<file path="config.mk">
export PLATFORM = sky130hd
export DESIGN_NAME = mult_issue_ctrl
export DESIGN_NICKNAME = d
export VERILOG_FILES = /design/src/rtl/mult_pkg.sv /design/src/rtl/mult_operand_fifo.sv /design/src/rtl/mult_issue_ctrl.sv
export SDC_FILE = /design/constraint.sdc
export NUM_CORES = 1
export LEC_CHECK = 0
export ABC_AREA = 0
export CORE_MARGIN = 4
export CORE_UTILIZATION = 35
export DETAILED_ROUTE_END_ITERATION = 10
export PLACE_DENSITY = 0.63
export SLEW_MARGIN = 30
export SYNTH_ARGS = -nofsm -noshare
export SYNTH_HDL_FRONTEND = slang
export SYNTH_HIERARCHICAL = 1
export SYNTH_SLANG_ARGS = --single-unit
</file>
<file path="constraint.sdc">
create_clock -name clk -period 2 [get_ports clk]
set_input_delay 0.2 -clock clk [delete_from_list [all_inputs] [get_ports clk]]
set_output_delay 0.2 -clock clk [all_outputs]
set_load 0.005 [all_outputs]
</file>
<file path="src/rtl/mult_pkg.sv">
// Shared definitions for the multiplier issue controller: FSM state encoding
// and default parameter constants.
package mult_pkg;

  localparam int DEF_WIDTH   = 8;
  localparam int DEF_DEPTH   = 4;
  localparam int DEF_TIMEOUT = 64;

  typedef enum logic [2:0] {
    ST_IDLE  = 3'd0,
    ST_ISSUE = 3'd1,
    ST_ARM   = 3'd2,
    ST_WAIT  = 3'd3,
    ST_HOLD  = 3'd4
  } mult_state_t;

endpackage

</file>
<file path="src/rtl/mult_operand_fifo.sv">
// Operand-pair FIFO with wrap-around pointers; each entry holds {A,B}.
// Occupancy and the ready flag are registered so they present clean outputs.
module mult_operand_fifo
  import mult_pkg::*;
#(
  parameter int WIDTH = DEF_WIDTH,
  parameter int DEPTH = DEF_DEPTH
) (
  input  logic                   clk,
  input  logic                   rst,
  input  logic                   push_valid,
  output logic                   push_ready,
  input  logic [2*WIDTH-1:0]     push_data,
  input  logic                   pop,
  output logic [2*WIDTH-1:0]     head_data,
  output logic [$clog2(DEPTH):0] count
);

  localparam int AW = $clog2(DEPTH);
  localparam int CW = AW + 1;

  logic [2*WIDTH-1:0] mem_r [DEPTH];
  logic [AW-1:0]      wr_ptr_r;
  logic [AW-1:0]      rd_ptr_r;
  logic [CW-1:0]      count_r;
  logic [CW-1:0]      count_nxt_s;
  logic               ready_r;
  logic               do_push_s;
  logic               do_pop_s;

  // Qualified push/pop and next occupancy
  always_comb begin
    do_push_s   = push_valid && ready_r;
    do_pop_s    = pop && (count_r != {CW{1'b0}});
    count_nxt_s = count_r;
    if (do_push_s && !do_pop_s) begin
      count_nxt_s = count_r + CW'(1);
    end else if (do_pop_s && !do_push_s) begin
      count_nxt_s = count_r - CW'(1);
    end else begin
      count_nxt_s = count_r;
    end
  end

  // Pointers, occupancy and ready flag
  always_ff @(posedge clk or posedge rst) begin
    if (rst) begin
      wr_ptr_r <= {AW{1'b0}};
      rd_ptr_r <= {AW{1'b0}};
      count_r  <= {CW{1'b0}};
      ready_r  <= 1'b1;
    end else begin
      if (do_push_s) begin
        wr_ptr_r <= wr_ptr_r + AW'(1);
      end
      if (do_pop_s) begin
        rd_ptr_r <= rd_ptr_r + AW'(1);
      end
      count_r <= count_nxt_s;
      ready_r <= (count_nxt_s != CW'(DEPTH));
    end
  end

  // Entry storage; contents only matter once written
  always_ff @(posedge clk) begin
    if (do_push_s) begin
      mem_r[wr_ptr_r] <= push_data;
    end
  end

  assign push_ready = ready_r;
  assign head_data  = mem_r[rd_ptr_r];
  assign count      = count_r;

endmodule

</file>
<file path="src/rtl/mult_issue_ctrl.sv">
// Issues queued operand pairs to a sequential multiplier one at a time,
// captures each product and holds it until the consumer accepts it.
module mult_issue_ctrl
  import mult_pkg::*;
#(
  parameter int WIDTH   = DEF_WIDTH,
  parameter int DEPTH   = DEF_DEPTH,
  parameter int TIMEOUT = DEF_TIMEOUT
) (
  input  logic                   clk,
  input  logic                   rst,
  input  logic                   in_valid,
  output logic                   in_ready,
  input  logic [WIDTH-1:0]       in_multiplier,
  input  logic [WIDTH-1:0]       in_multiplicand,
  output logic                   mult_start,
  output logic [WIDTH-1:0]       mult_multiplier,
  output logic [WIDTH-1:0]       mult_multiplicand,
  input  logic [2*WIDTH-1:0]     mult_product,
  input  logic                   mult_done,
  output logic                   out_valid,
  input  logic                   out_ready,
  output logic [2*WIDTH-1:0]     out_product,
  output logic [$clog2(DEPTH):0] fill_count,
  output logic                   busy,
  output logic                   timeout_err
);

  localparam int CW = $clog2(DEPTH) + 1;
  localparam int TW = $clog2(TIMEOUT + 1);

  mult_state_t        state_r;
  logic [TW-1:0]      tcnt_r;
  logic               start_r;
  logic [WIDTH-1:0]   opa_r;
  logic [WIDTH-1:0]   opb_r;
  logic               valid_r;
  logic [2*WIDTH-1:0] prod_r;
  logic               busy_r;
  logic               err_r;
  logic [2*WIDTH-1:0] head_s;
  logic               pop_s;

  assign pop_s = (state_r == ST_ISSUE);

  mult_operand_fifo #(
    .WIDTH (WIDTH),
    .DEPTH (DEPTH)
  ) u_fifo (
    .clk        (clk),
    .rst        (rst),
    .push_valid (in_valid),
    .push_ready (in_ready),
    .push_data  ({in_multiplier, in_multiplicand}),
    .pop        (pop_s),
    .head_data  (head_s),
    .count      (fill_count)
  );

  // Issue FSM; operands are latched on entry to ISSUE so they are already
  // presented while the start pulse is high, and the head is popped in ISSUE.
  always_ff @(posedge clk or posedge rst) begin
    if (rst) begin
      state_r <= ST_IDLE;
      tcnt_r  <= {TW{1'b0}};
      start_r <= 1'b0;
      opa_r   <= {WIDTH{1'b0}};
      opb_r   <= {WIDTH{1'b0}};
      valid_r <= 1'b0;
      prod_r  <= {(2*WIDTH){1'b0}};
      busy_r  <= 1'b0;
      err_r   <= 1'b0;
    end else begin
      case (state_r)
        ST_IDLE: begin
          if ((fill_count != {CW{1'b0}}) && !valid_r) begin
            state_r        <= ST_ISSUE;
            start_r        <= 1'b1;
            {opa_r, opb_r} <= head_s;
            busy_r         <= 1'b1;
          end
        end
        ST_ISSUE: begin
          state_r <= ST_ARM;
          start_r <= 1'b0;
        end
        ST_ARM: begin
          state_r <= ST_WAIT;
          tcnt_r  <= {TW{1'b0}};
        end
        // A done level seen in ISSUE/ARM is never looked at; only WAIT samples it
        ST_WAIT: begin
          if (mult_done) begin
            state_r <= ST_HOLD;
            prod_r  <= mult_product;
            valid_r <= 1'b1;
          end else if (tcnt_r == TW'(TIMEOUT - 1)) begin
            state_r <= ST_IDLE;
            tcnt_r  <= TW'(TIMEOUT);
            err_r   <= 1'b1;
            busy_r  <= 1'b0;
          end else begin
            tcnt_r <= tcnt_r + TW'(1);
          end
        end
        ST_HOLD: begin
          if (out_ready) begin
            state_r <= ST_IDLE;
            valid_r <= 1'b0;
            busy_r  <= 1'b0;
          end
        end
        default: begin
          state_r <= ST_IDLE;
          start_r <= 1'b0;
          valid_r <= 1'b0;
          busy_r  <= 1'b0;
        end
      endcase
    end
  end

  assign mult_start        = start_r;
  assign mult_multiplier   = opa_r;
  assign mult_multiplicand = opb_r;
  assign out_valid         = valid_r;
  assign out_product       = prod_r;
  assign busy              = busy_r;
  assign timeout_err       = err_r;

endmodule

</file>
### Yosys cells after proc, flatten, opt, wreduce, memory -nomap -nowiden

Memory sizes are Yosys's and may differ from the RTL's. A register that Yosys moved wholly into a read port is not among the register bits.
Cells that the tools add are included.

| word-level totals | value |
|---|---|
| memories kept | 1 |
| bits in writable memories | 64 |
| input bits | 37 |
| output and inout bits | 40 |
| register bits | 38 |

Memory list:

| name | words | width | read ports | clocked after memory_dff | wr ports | line | source |
|---|---|---|---|---|---|---|---|
| u_fifo.mem_r | 4 | 16 | 1 | 1 | 1 | mult_operand_fifo.sv:22 | `logic [2*WIDTH-1:0] mem_r [DEPTH];` |

| cells by class | value |
|---|---|
| eq/ne operators | 12 |
| $add $sub $neg | 5 |
| bitwise operators | 4 |
| mux-type cells | 20 |
| reductions and logical operators | 22 |

Operators with widths:

| cell | count |
|---|---|
| 3-bit two-way mux | 6 |
| 3-bit one-hot mux with 5 select lines | 1 |
| 7-bit two-way mux | 2 |
| 7-bit one-hot mux with 2 select lines | 1 |
| 2-bit != test, second input constant | 5 |
| 3-bit AND reduction | 3 |
| 2-bit AND reduction | 4 |
| 7-bit by 1-bit adder with 7-bit output, second input constant | 1 |
| 7-bit by 6-bit == test with 1-bit output, second input constant | 1 |
| 1-bit two-way mux | 7 |
| 3-bit by 2-bit == test with 1-bit output, second input constant | 2 |
| 3-bit != test, second input constant | 2 |
| 3-bit OR reduction | 2 |
| 1-bit logical AND | 5 |
| 5-bit AND reduction | 1 |
| 2-bit by 1-bit adder with 2-bit output, second input constant | 2 |
| 1-bit NOT | 4 |
| 1-bit one-hot mux with 4 select lines | 1 |
| 3-bit by 1-bit adder with 3-bit output, second input constant | 1 |
| 3-bit by 1-bit == test with 1-bit output, second input constant | 1 |
| 3-bit == test, second input constant | 1 |
| 1-bit logical NOT | 3 |
| 3-bit logical NOT | 1 |
| 1-bit one-hot mux with 3 select lines | 1 |
| other kinds (5) | 5 |

### Depth between registers and ports, before layout

| depth | value |
|---|---|
| depth after elaboration | 6 |
| gate-level depth with buffers | 6 |

### By module

The synthesis kept the hierarchy.

Modules (own cells, without submodules):

| module | times used | cells each | seq. area each (µm²) | area each (µm²) |
|---|---|---|---|---|
| mult_operand_fifo | 1 | 135 | 2,123.3 | 2,824.0 |
| mult_issue_ctrl | 1 | 157 | 1,151.1 | 2,005.7 |

### Worst setup path before layout

No wires, ideal clock.

| path | value |
|---|---|
| path type | reg-to-reg |
| start point | reg state_r[2] |
| end point | reg u_fifo.count_r[2] (netlist: u_fifo/count[2]) |
| cell stages (with the launch flop) | 6 |
| setup time | 119 ps |
| data arrival time | 1,533 ps |
| clock period less this slack | 1,652 ps |
| slack | 348 ps |
| buffers on the path | 1 |
| path through | dfrtp_1 > buf_2 > nor3b_1 > a21oi_1 > or3_1 > and2_1 |

| on the way | value |
|---|---|
| longest elaborated chain between the ends | 5 |
| elaborated cells between the ends (all ways) | 7 |

RTL lines:

| item | line | source |
|---|---|---|
| start, declared | mult_issue_ctrl.sv:32 | `mult_state_t state_r;` |
| start signal, assigned | mult_issue_ctrl.sv:64 | `state_r <= ST_IDLE;` |
| start signal, assigned | mult_issue_ctrl.sv:77 | `state_r <= ST_ISSUE;` |
| start signal, assigned | mult_issue_ctrl.sv:84 | `state_r <= ST_ARM;` |
| 3-bit by 1-bit == test with 1-bit output * | mult_issue_ctrl.sv:44 | `assign pop_s = (state_r == ST_ISSUE);` |
| named net pop_s | mult_issue_ctrl.sv:42 | `logic pop_s;` |
| 1-bit logical AND * | mult_operand_fifo.sv:34 | `do_pop_s = pop && (count_r != {CW{1'b0}});` |
| 1-bit logical AND / 1-bit logical NOT (equally long branches) | mult_operand_fifo.sv:38, mult_operand_fifo.sv:36 |  |
| 3-bit two-way mux / 1-bit logical AND (equally long branches) | mult_operand_fifo.sv:38, mult_operand_fifo.sv:36 |  |
| 3-bit two-way mux * | mult_operand_fifo.sv:36 | `if (do_push_s && !do_pop_s) begin` |
| named net u_fifo.count_nxt_s[2] | mult_operand_fifo.sv:26 | `logic [CW-1:0] count_nxt_s;` |
| end signal, assigned | mult_operand_fifo.sv:50 | `count_r <= {CW{1'b0}};` |
| end signal, assigned | mult_operand_fifo.sv:59 | `count_r <= count_nxt_s;` |
| end, declared | mult_operand_fifo.sv:25 | `logic [CW-1:0] count_r;` |

The timed path passes the listed nets; every way through them passes the cells marked *.
A chain may end at the register's enable or synchronous reset.

### Worst setup path in the final report

| path | value |
|---|---|
| start point | reg u_fifo.count_r[0] (netlist: u_fifo/count[0]) |
| end point | reg u_fifo.ready_r (netlist: u_fifo/push_ready) |

| on the way | value |
|---|---|
| longest elaborated chain between the ends | 6 |
| elaborated cells between the ends (all ways) | 10 |

RTL lines:

| item | line | source |
|---|---|---|
| parallel branches: the longest is 4 deep, another holds 3-bit by 1-bit subtractor with 3-bit output | n/a |  |
| 3-bit two-way mux * | mult_operand_fifo.sv:36 |  |
| 3-bit != test * | mult_operand_fifo.sv:60 | `ready_r <= (count_nxt_s != CW'(DEPTH));` |
| end signal, assigned | mult_operand_fifo.sv:60 |  |
| end, declared | mult_operand_fifo.sv:27 | `logic ready_r;` |

Every way passes the cells marked *.

==> metrics.csv <==
metric,value,unit
outcome,completed,
Die W,125,um
Worst slew margin,68.5,%
Hold Crit Class,in2async,
setup violators final,0,
Filler cells,1160,
CTS Buffer Depth,2,
Synth Net Count,337,
Worst EP required,2.31,ns
DR vias,2771,
register area share after synthesis,67.8,%
Reg2Reg Setup Slack,0.26,ns
Post-Route WL,9270,um
Yosys top cell by area,edfxtp_1,
std cell rows,42,
Root Buffer,clkbuf_16,
leakage power,2.43,nW
Remaining DRCs,0,
Total Power,9.95,mW
Unique masters post-synth,47,
Final Hold Violating Endpoints,0,
Worst setup EP type,register,
final net count,429,
Ys Warns,6,
total global routing track utilization,12.9,%
startpoint types,register,
GRT overflow,0,
most frequent cell after synthesis,edfxtp_1,
Pwr Density,1550,nW/um2
crit path launch,u_fifo/count[0]$_DFF_PP0_,
Synth top cells by count,"64 x edfxtp_1, 53 x dfrtp_1, 33 x mux2_2",
Die ar.,15700,um2
Slew @ Worst Pin,0.472,ns
CTS tree,done,
core box area,13400,um2
Place WS,0.268,ns
cts hold-fix bufs,0,
initial antenna violation count,0,
Reg2Reg Depth,5,
remaining antenna violation count after routing,0,
ys async rst share,45.8,%
P&R area growth vs syn,33.1,%
DP HPWL,6190,um
Post-synth EDFFs,64,
Post-DP Area,5840,um2
Ports,77,
peak supply drop,0.736,mV
setup bufs post-CTS,0,
Final TNS setup,0,ns
"top cells by area, synth","edfxtp_1 40%, dfrtp_1 27%, mux2_2 7.7%",
Placed Cells,541,
max cap viols,0,
Syn Inst Count,292,
Arrival @ worst endpoint,2.05,ns
utilization after layout,48.0,%
largest net degree at the start of global routing,32,
RD Place Congestion,0.768,
Max Clock Freq,576,MHz
most used flip-flop cell after synthesis,edfxtp_1,
initial core utilization,36.0,%
post-route insts no fill,573,
RSZ-0062 raised after global routing,no,
n_diodes,0,
multi-input logic area,1460,um2
first-pass GRT wire length,15600,um
clk_skew,0.00814,ns
Iter 0 DRT Violations,115,
FF-to-FF Start,u_fifo/count[0]$_DFF_PP0_,
Die H,125,um
post-route cell area,6430,um2
layout cells sized above 1,25.4,%
total CTS buffers,17,
"FF+latch count, synth",118,
TritonRoute pass-1 iters,4,
clock slew at reported path FFs,0.05,ns
Sink Count,118,
worst reg2reg path endpoint,u_fifo/push_ready$_DFF_PP1_,
"Period Utilization, post-route",86.9,%
routed len/inst,16.2,um
H-tree depth,4,
Yosys top cell area share,39.8,%
vias per inst,4.84,
CP Class,reg2reg,
Hold WS,0.110,ns
crit path time final,1.74,ns
IO buf count,76,
Sequential Area,3270,um2
Syn Area/Cell,16.5,um2
CP max FO,7,
Post-CTS Resized,0,
later-pin clock latency in the skew report,0.40,ns
Post-Synthesis Cell Area,4830,um2
vias in the first global route,2932,
max-slew violations,0,
setup ws final,0.262,ns
## sequential cells by signal, summed over array words and instances (netlist names)
register           flops
timeout_err            1
u_fifo/push_ready      1
busy                   1
u_fifo/wr_ptr_r        2
u_fifo/mem_r          64
tcnt_r                 7
mult_start             1
mult_multiplier        8
out_valid              1
out_product           16
u_fifo/rd_ptr_r        2
mult_multiplicand      8
state_r                3
u_fifo/count           3
## cell usage in the layout, fill, tap and decap left out, types with 2 or more instances in the layout
cell type	count
a31oi_1	2
buf_4	5
mux4_2	16
bufinv_16	3
xnor2_1	3
nand2_1	16
nor2_1	7
clkinvlp_4	3
nor2b_1	2
buf_12	3
nor4b_1	2
o21ai_0	8
inv_1	6
nand3_1	5
nor3_1	4
and2_1	2
nand2b_1	3
clkdlybuf4s50_1	76
clkbuf_1	2
a21oi_1	6
nand3b_1	3
dfrtp_1	53
clkbuf_16	17
a22o_1	5
edfxtp_1	64
clkinv_2	3
nor4_1	2
and3_2	5
o211ai_1	2
a21o_1	2
mux2_2	33
ha_1	8
clkinv_4	2
nand2_2	2
## how the worst max path moves through the flow
stage	to	slack (ns)	cells after the start
after global placement	u_fifo/count[2]$_DFF_PP0_	0.30	5
final	u_fifo/push_ready$_DFF_PP1_	0.26	5
after global routing	u_fifo/push_ready$_DFF_PP1_	0.19	5
after CTS	in_ready	0.25	1
after floorplan	u_fifo/count[2]$_DFF_PP0_	0.35	5
after detailed placement	u_fifo/count[2]$_DFF_PP0_	0.27	5
## routing by layer
metal  share of wire [%]  global-route usage [%]  up-vias
met4                 1.9                    5.93        0
met2                  52                    20.6       40
li1                    -                       -     1308
met3                 3.0                    3.88       12
met5                   0                       0        -
met1                  43                    16.1     1411
## layout make-up
type	instances	area share, %
sequential	118	50.9
multi-input combinational	156	22.7
timing repair buffer	84	13.4
clock buffer	19	6.74
tap	176	3.43
clock inverter	13	2.45
inverter	7	0.409
## cells by family after synthesis
kind of cell	after synthesis	share of synthesized area, %
adders and majority gates	8	2.07
DFF	118	67.8
AOI/OAI and AO/OA	34	4.77
buffers and inverters	18	2.02
and+or+nand+nor	60	7.23
muxes	50	15.4
xor gates and xnor gates	4	0.726
## report_power, final
group | switching (mW) | total [mW] | internal [mW]
clock | 1.05 | 3.01 | 1.95
combinational | 1.26 | 3.14 | 1.87
sequential | 0.456 | 3.80 | 3.35
## critical path, stage by stage, from the launching register on
cell      delay (ns)
dfrtp_1         0.46
inv_1           0.12
ha_1            0.35
or3_2           0.48
o22ai_1         0.14
o211ai_1        0.11
Power figures use the tool's default switching activity.
==> RTL change 1 (same settings) <==
The package constant `DEF_TIMEOUT` goes from 64 to 32.
--- a/src/rtl/mult_pkg.sv
+++ b/src/rtl/mult_pkg.sv
@@ -6,3 +6,3 @@
   localparam int DEF_DEPTH   = 4;
-  localparam int DEF_TIMEOUT = 64;
+  localparam int DEF_TIMEOUT = 32;
 
Behaviour: same outputs for any inputs over 10 cycles, from zero or initial values and one cycle with rst high; that may be too few to reach the edited logic, so the function may still have changed.
==> RTL change 1 against the unedited design <==
Sequential share of layout area grew 0.11 points; total power shrank 0.76%; clock skew shrank 0.00069 ns; via count shrank 0.79%; sequential cell count shrank 1; worst setup slack lost 0.031 ns; wire length is essentially flat; final area shrank 0.97%; synthesized area shrank 0.49%; sequential power is essentially flat; combinational power is essentially flat.
==> RTL change 1: results (changes against the unedited design) <==
Yosys
  • Mux cell area share after synthesis: 0.159 (+0.00545)
  • Compound-Gate Fraction of Synth Area: 0.0424 (-0.00523)
  • Synthesized instance count: 281 (-3.8%)
  • Distinct cells, synth: 48 (+2.1%)
  • Commonest cells in the netlist: 64 x edfxtp_1, 52 x dfrtp_1, 24 x mux2_2
  • Post-synth EDFFs: 64 (unchanged)
  • Seq/Total Area, Yosys: 0.676 (-0.00185)
  • XOR/XNOR Fraction of Synth Area: 0.00729 (+0.0000359)
  • Adder-Cell Fraction of Synth Area: 0.0208 (+0.000103)
  • Synth area leaders: edfxtp_1 40%, dfrtp_1 27%, mux4_2 7.5%
  • Ys async rst share: 0.453 (-0.00464)
  • Syn Nets: 326 (-3.3%)

Placement
  • Placed Instances: 530 (-2.0%)
  • Port-buffer cells: 76 (unchanged)
  • Dpl hpwl: 6300 um (+1.9%)
  • Placement Cell Area: 5790 um^2 (-0.88%)
  • Pre-CTS worst setup slack: 0.242 ns (-0.0263 ns)
  • RePlAce Congestion: 0.767 (-0.10%)

Timing
  • Tightest Pin Transition: 0.479 ns (+0.00662 ns)
  • Worst setup skew after layout: 0.00745 ns (-0.000694 ns)
  • WHS: 0.142 ns (+0.0325 ns)

Route
  • Detailed Routing Iterations Pass 1: 4 (unchanged)
  • DR iter-0 viols: 120 (+4.3%)
  • Vias/cell: 4.89 (+1.1%)
  • Total wire length: 9280 um (about the same)
  • # DRC: 0 (unchanged)

GRT
  • Number of global-route vias before repair: 2,958 (+0.89%)
  • Overall routing resource usage: 0.127 (-0.00170)
  • First-pass GRT wire length: 15,500 um (-1.1%)
  • Largest net degree at the start of global routing: 26 (-19%)

Critical path
  • Worst-case reg-to-reg path depth: 5 (unchanged)
  • Reg2reg setup slack: 0.23 ns (-0.03 ns)
  • Slowest-stage cell, CP: or3_2
  • CP max stage delay: 0.48 ns (about the same)
  • Worst Path Arrival: 2.07 ns (+0.02 ns)
  • CP max FO: 7 (unchanged)
  • Setup crit start: u_fifo/count[0]
  • FF-to-FF End: u_fifo/push_ready

Power and ir drop
  • Clock power frac: 0.298 (-0.004)
  • Worst IR Drop VDD: 0.694 mV (-5.7%)
  • NetSw: 2.68 mW (-3.3%)
  • Flop pwr share: 0.385 (+0.003)
  • Lkg Pwr: 2.44 nW (+0.57%)
  • Switching fraction of total power: 0.272 (-0.00715)

Layout
  • # diodes: 0 (unchanged)
  • Share of layout cells above drive strength 1: 0.246 (-0.00829)
  • Fillers: 1,157 (-0.26%)
  • Non-Filler Instances: 562 (-1.9%)
  • Reg with most FFs: u_fifo/mem_r
  • Nets: 418 (-2.6%)

Clocking
  • Post_cts resized: 0 (unchanged)
  • Clock buffer depth: 2 (unchanged)
  • Clock Tree Root: clkbuf_16
  • Setup Fix Bufs, Post-CTS: 0 (unchanged)

Status
  • Status: completed
[RTL change 1: area by class of cell]
cell class | instances | area (um^2) | area share
flip-flops and latches | 117 | 3250 | 0.511
multi-input cells | 146 | 1450 | 0.227
repair buffers | 83 | 838 | 0.132
clock buffers | 29 | 512 | 0.0804
well taps | 176 | 220 | 0.0346
clock inverters | 3 | 67.6 | 0.0106
inverters | 8 | 30.0 | 0.00472
[RTL change 1: metal layers]
layer,GRT usage,part of all wire,up-vias
li1,-,-,1271
met1,0.152,0.43,1414
met2,0.209,0.51,49
met3,0.0414,0.033,15
met4,0.0593,0.027,0
met5,0,0,-
[RTL change 1: how the worst max path moves through the flow]
stage	to	slack (ns)	cells past startpoint
2_1_floorplan	u_fifo/count[2]	0.32	5
4_1_cts	u_fifo/push_ready	0.24	5
6_report	u_fifo/push_ready	0.23	5
5_1_grt	u_fifo/push_ready	0.13	5
3_3_place_gp	u_fifo/count[2]	0.30	5
3_5_place_dp	u_fifo/push_ready	0.24	5
==> RTL change 2 (config.mk and constraints unchanged) <==
Without the edit above. Register the output `fill_count`, cleared by the reset; this adds one clock of latency there. The other outputs are not delayed to match.
--- a/src/rtl/mult_issue_ctrl.sv
+++ b/src/rtl/mult_issue_ctrl.sv
@@ -31,2 +31,4 @@
 
+  logic [$clog2(DEPTH):0] fill_count_d;
+
   mult_state_t        state_r;
@@ -56,3 +58,3 @@
     .head_data  (head_s),
-    .count      (fill_count)
+    .count      (fill_count_d)
   );
@@ -75,3 +77,3 @@
         ST_IDLE: begin
-          if ((fill_count != {CW{1'b0}}) && !valid_r) begin
+          if ((fill_count_d != {CW{1'b0}}) && !valid_r) begin
             state_r        <= ST_ISSUE;
@@ -130,2 +132,10 @@
 
+  always_ff @(posedge clk or posedge rst) begin
+    if (rst) begin
+      fill_count <= '0;
+    end else begin
+      fill_count <= fill_count_d;
+    end
+  end
+
 endmodule
Behaviour: not the same (Yosys sat finds a counterexample within 4 cycles, from zero or initial values and one cycle with rst high).
==> RTL change 2 against the unedited design <==
Worst setup slack gained 0.0027 ns; synthesized cell count shrank 1.4%; synthesized area grew 0.41%; combinational power shrank 4%; largest cell class unchanged; global-route usage shrank 0.68 points; wire length shrank 2.2%; sequential cell count grew 3; total power shrank 1.7%; final area shrank 0.16%; largest power group unchanged.
==> RTL change 2: results (changes against the unedited design) <==
Status
  • Status: completed

Power and ir drop
  • Switching fraction of total power: 0.274 (-0.00513)
  • Worst IR Drop VDD: 0.694 mV (-5.7%)
  • Clk power: 2.90 mW (-4%)
  • Comb pwr: 3.00 mW (-4%)
  • Lkg Pwr: 2.44 nW (+0.29%)

Critical path
  • Worst Path Arrival: 2.05 ns (about the same)
  • CP max FO: 7 (unchanged)
  • Reg2reg setup slack: about 0.27 ns
  • CP max stage delay: 0.49 ns
  • Critical path's top delay family: simple AND/OR/NAND/NOR gates
  • Slowest-stage cell, CP: or3_2

GRT
  • Largest net degree at the start of global routing: 50 (+56%)
  • Overall routing resource usage: 0.122 (-0.00684)
  • First-pass GRT wire length: 14,900 um (-4.9%)
  • Number of global-route vias before repair: 2,827 (-3.6%)
  • Initial antenna violation count: 0 (unchanged)

Timing
  • Fin crit share: 0.867 (-0.00134)
  • Worst setup skew after layout: 0.00601 ns (-0.00213 ns)
  • Slew headroom: 0.684 (about the same)

Clocking
  • Clock-pin slew on the worst setup and hold paths: 0.05 ns (about the same)
  • H-tree Lvls: 4 (unchanged)
  • Post_cts resized: 0 (unchanged)
  • Clk Latency, worst-skew pair: 0.40 ns (about the same)
  • Hold_buf cts: 0 (unchanged)
  • Clock Tree Root: clkbuf_16
  • Num CTS Buffers: 17 (unchanged)
  • Clock buffer depth: 2 (unchanged)

Route
  • Detailed Routing Iterations Pass 1: 4 (unchanged)
  • Total wire length: 9070 um (-2.2%)
  • DR iter-0 viols: 111 (-3.5%)
  • Vias: 2,724 (-1.7%)

Yosys
  • Synth area leaders: edfxtp_1 40%, dfrtp_1 29%, mux2_2 7.7%
  • Commonest cells in the netlist: 64 x edfxtp_1, 56 x dfrtp_1, 33 x mux2_2
  • Distinct cells, synth: 51 (+8.5%)
  • Synth warn: 6 (unchanged)
  • Syn_area_per_cell: 16.8 um^2 (+1.8%)
  • Syn Nets: 333 (-1.2%)
  • Post-synth EDFFs: 64 (unchanged)
  • Ys async rst share: 0.471 (+0.0134)
  • Seq/Total Area, Yosys: 0.691 (+0.0127)

Layout
  • Reg with most FFs: u_fifo/mem_r
  • Non-Filler Instances: 567 (-1.0%)
  • Fillers: 1,137 (-2.0%)
  • Nets: 423 (-1.4%)
  • Share of layout cells above drive strength 1: 0.251 (-0.00377)

Placement
  • RePlAce Congestion: 0.761 (-0.87%)
  • Dpl hpwl: 5980 um (-3.3%)
  • Pre-CTS worst setup slack: 0.251 ns (-0.0173 ns)
  • Placed Instances: 535 (-1.1%)
  • Placement Cell Area: 5850 um^2 (+0.17%)
-- RTL change 2: cell type report --
class                      count  area share
sequential                   121       0.522
timing repair buffer          82       0.131
clock buffer                  20      0.0696
tap                          176      0.0343
inverter                       8     0.00468
multi-input combinational    148       0.219
clock inverter                12      0.0193
-- RTL change 2: logic make-up (layout without fill, tap and decap cells) --
logic type                 Yosys count  in the layout  share of synthesized area
DFF                                121            121                      0.691
muxes                               49             49                      0.151
buffers and inverters               19            122                     0.0199
xor gates and xnor gates             4              4                    0.00723
adders and majority gates            8              8                     0.0206
AOI/OAI and AO/OA                   32             32                     0.0462
and+or+nand+nor                     55             55                     0.0645
-- RTL change 2: path summary, 6_finish.rpt --
check | depth (start not counted) | endpoint | start
worst min register to register | 0 | fill_count[2] | u_fifo/count[2]
min in group clk | 2 | out_product[12] | mult_product[12]
worst max-delay path | 5 | u_fifo/push_ready | u_fifo/count[0]
worst max register to register | 5 | u_fifo/push_ready | u_fifo/count[0]
max in group asynchronous | 3 | mult_multiplier[3] | rst
worst min-delay path | 2 | u_fifo/wr_ptr_r[1] | rst
-- RTL change 2: routing by layer --
layer	up-vias	routed length (um)	track usage
met2	57	4730	0.201
li1	1284	-	-
met3	14	408	0.0330
met4	0	159	0.0631
met1	1369	3770	0.148
met5	-	0	0
-- RTL change 2: metrics by stage --
step	hold WS (ns)	total power, mW	util
2_1_floorplan	0.0149	5.60	-
3_3_place_gp	0.445	6.92	0.436
3_5_place_dp	0.437	7.01	0.436
4_1_cts	0.0806	9.95	0.479
5_1_grt	0.116	10.4	0.479
6_report	0.0944	9.78	0.479
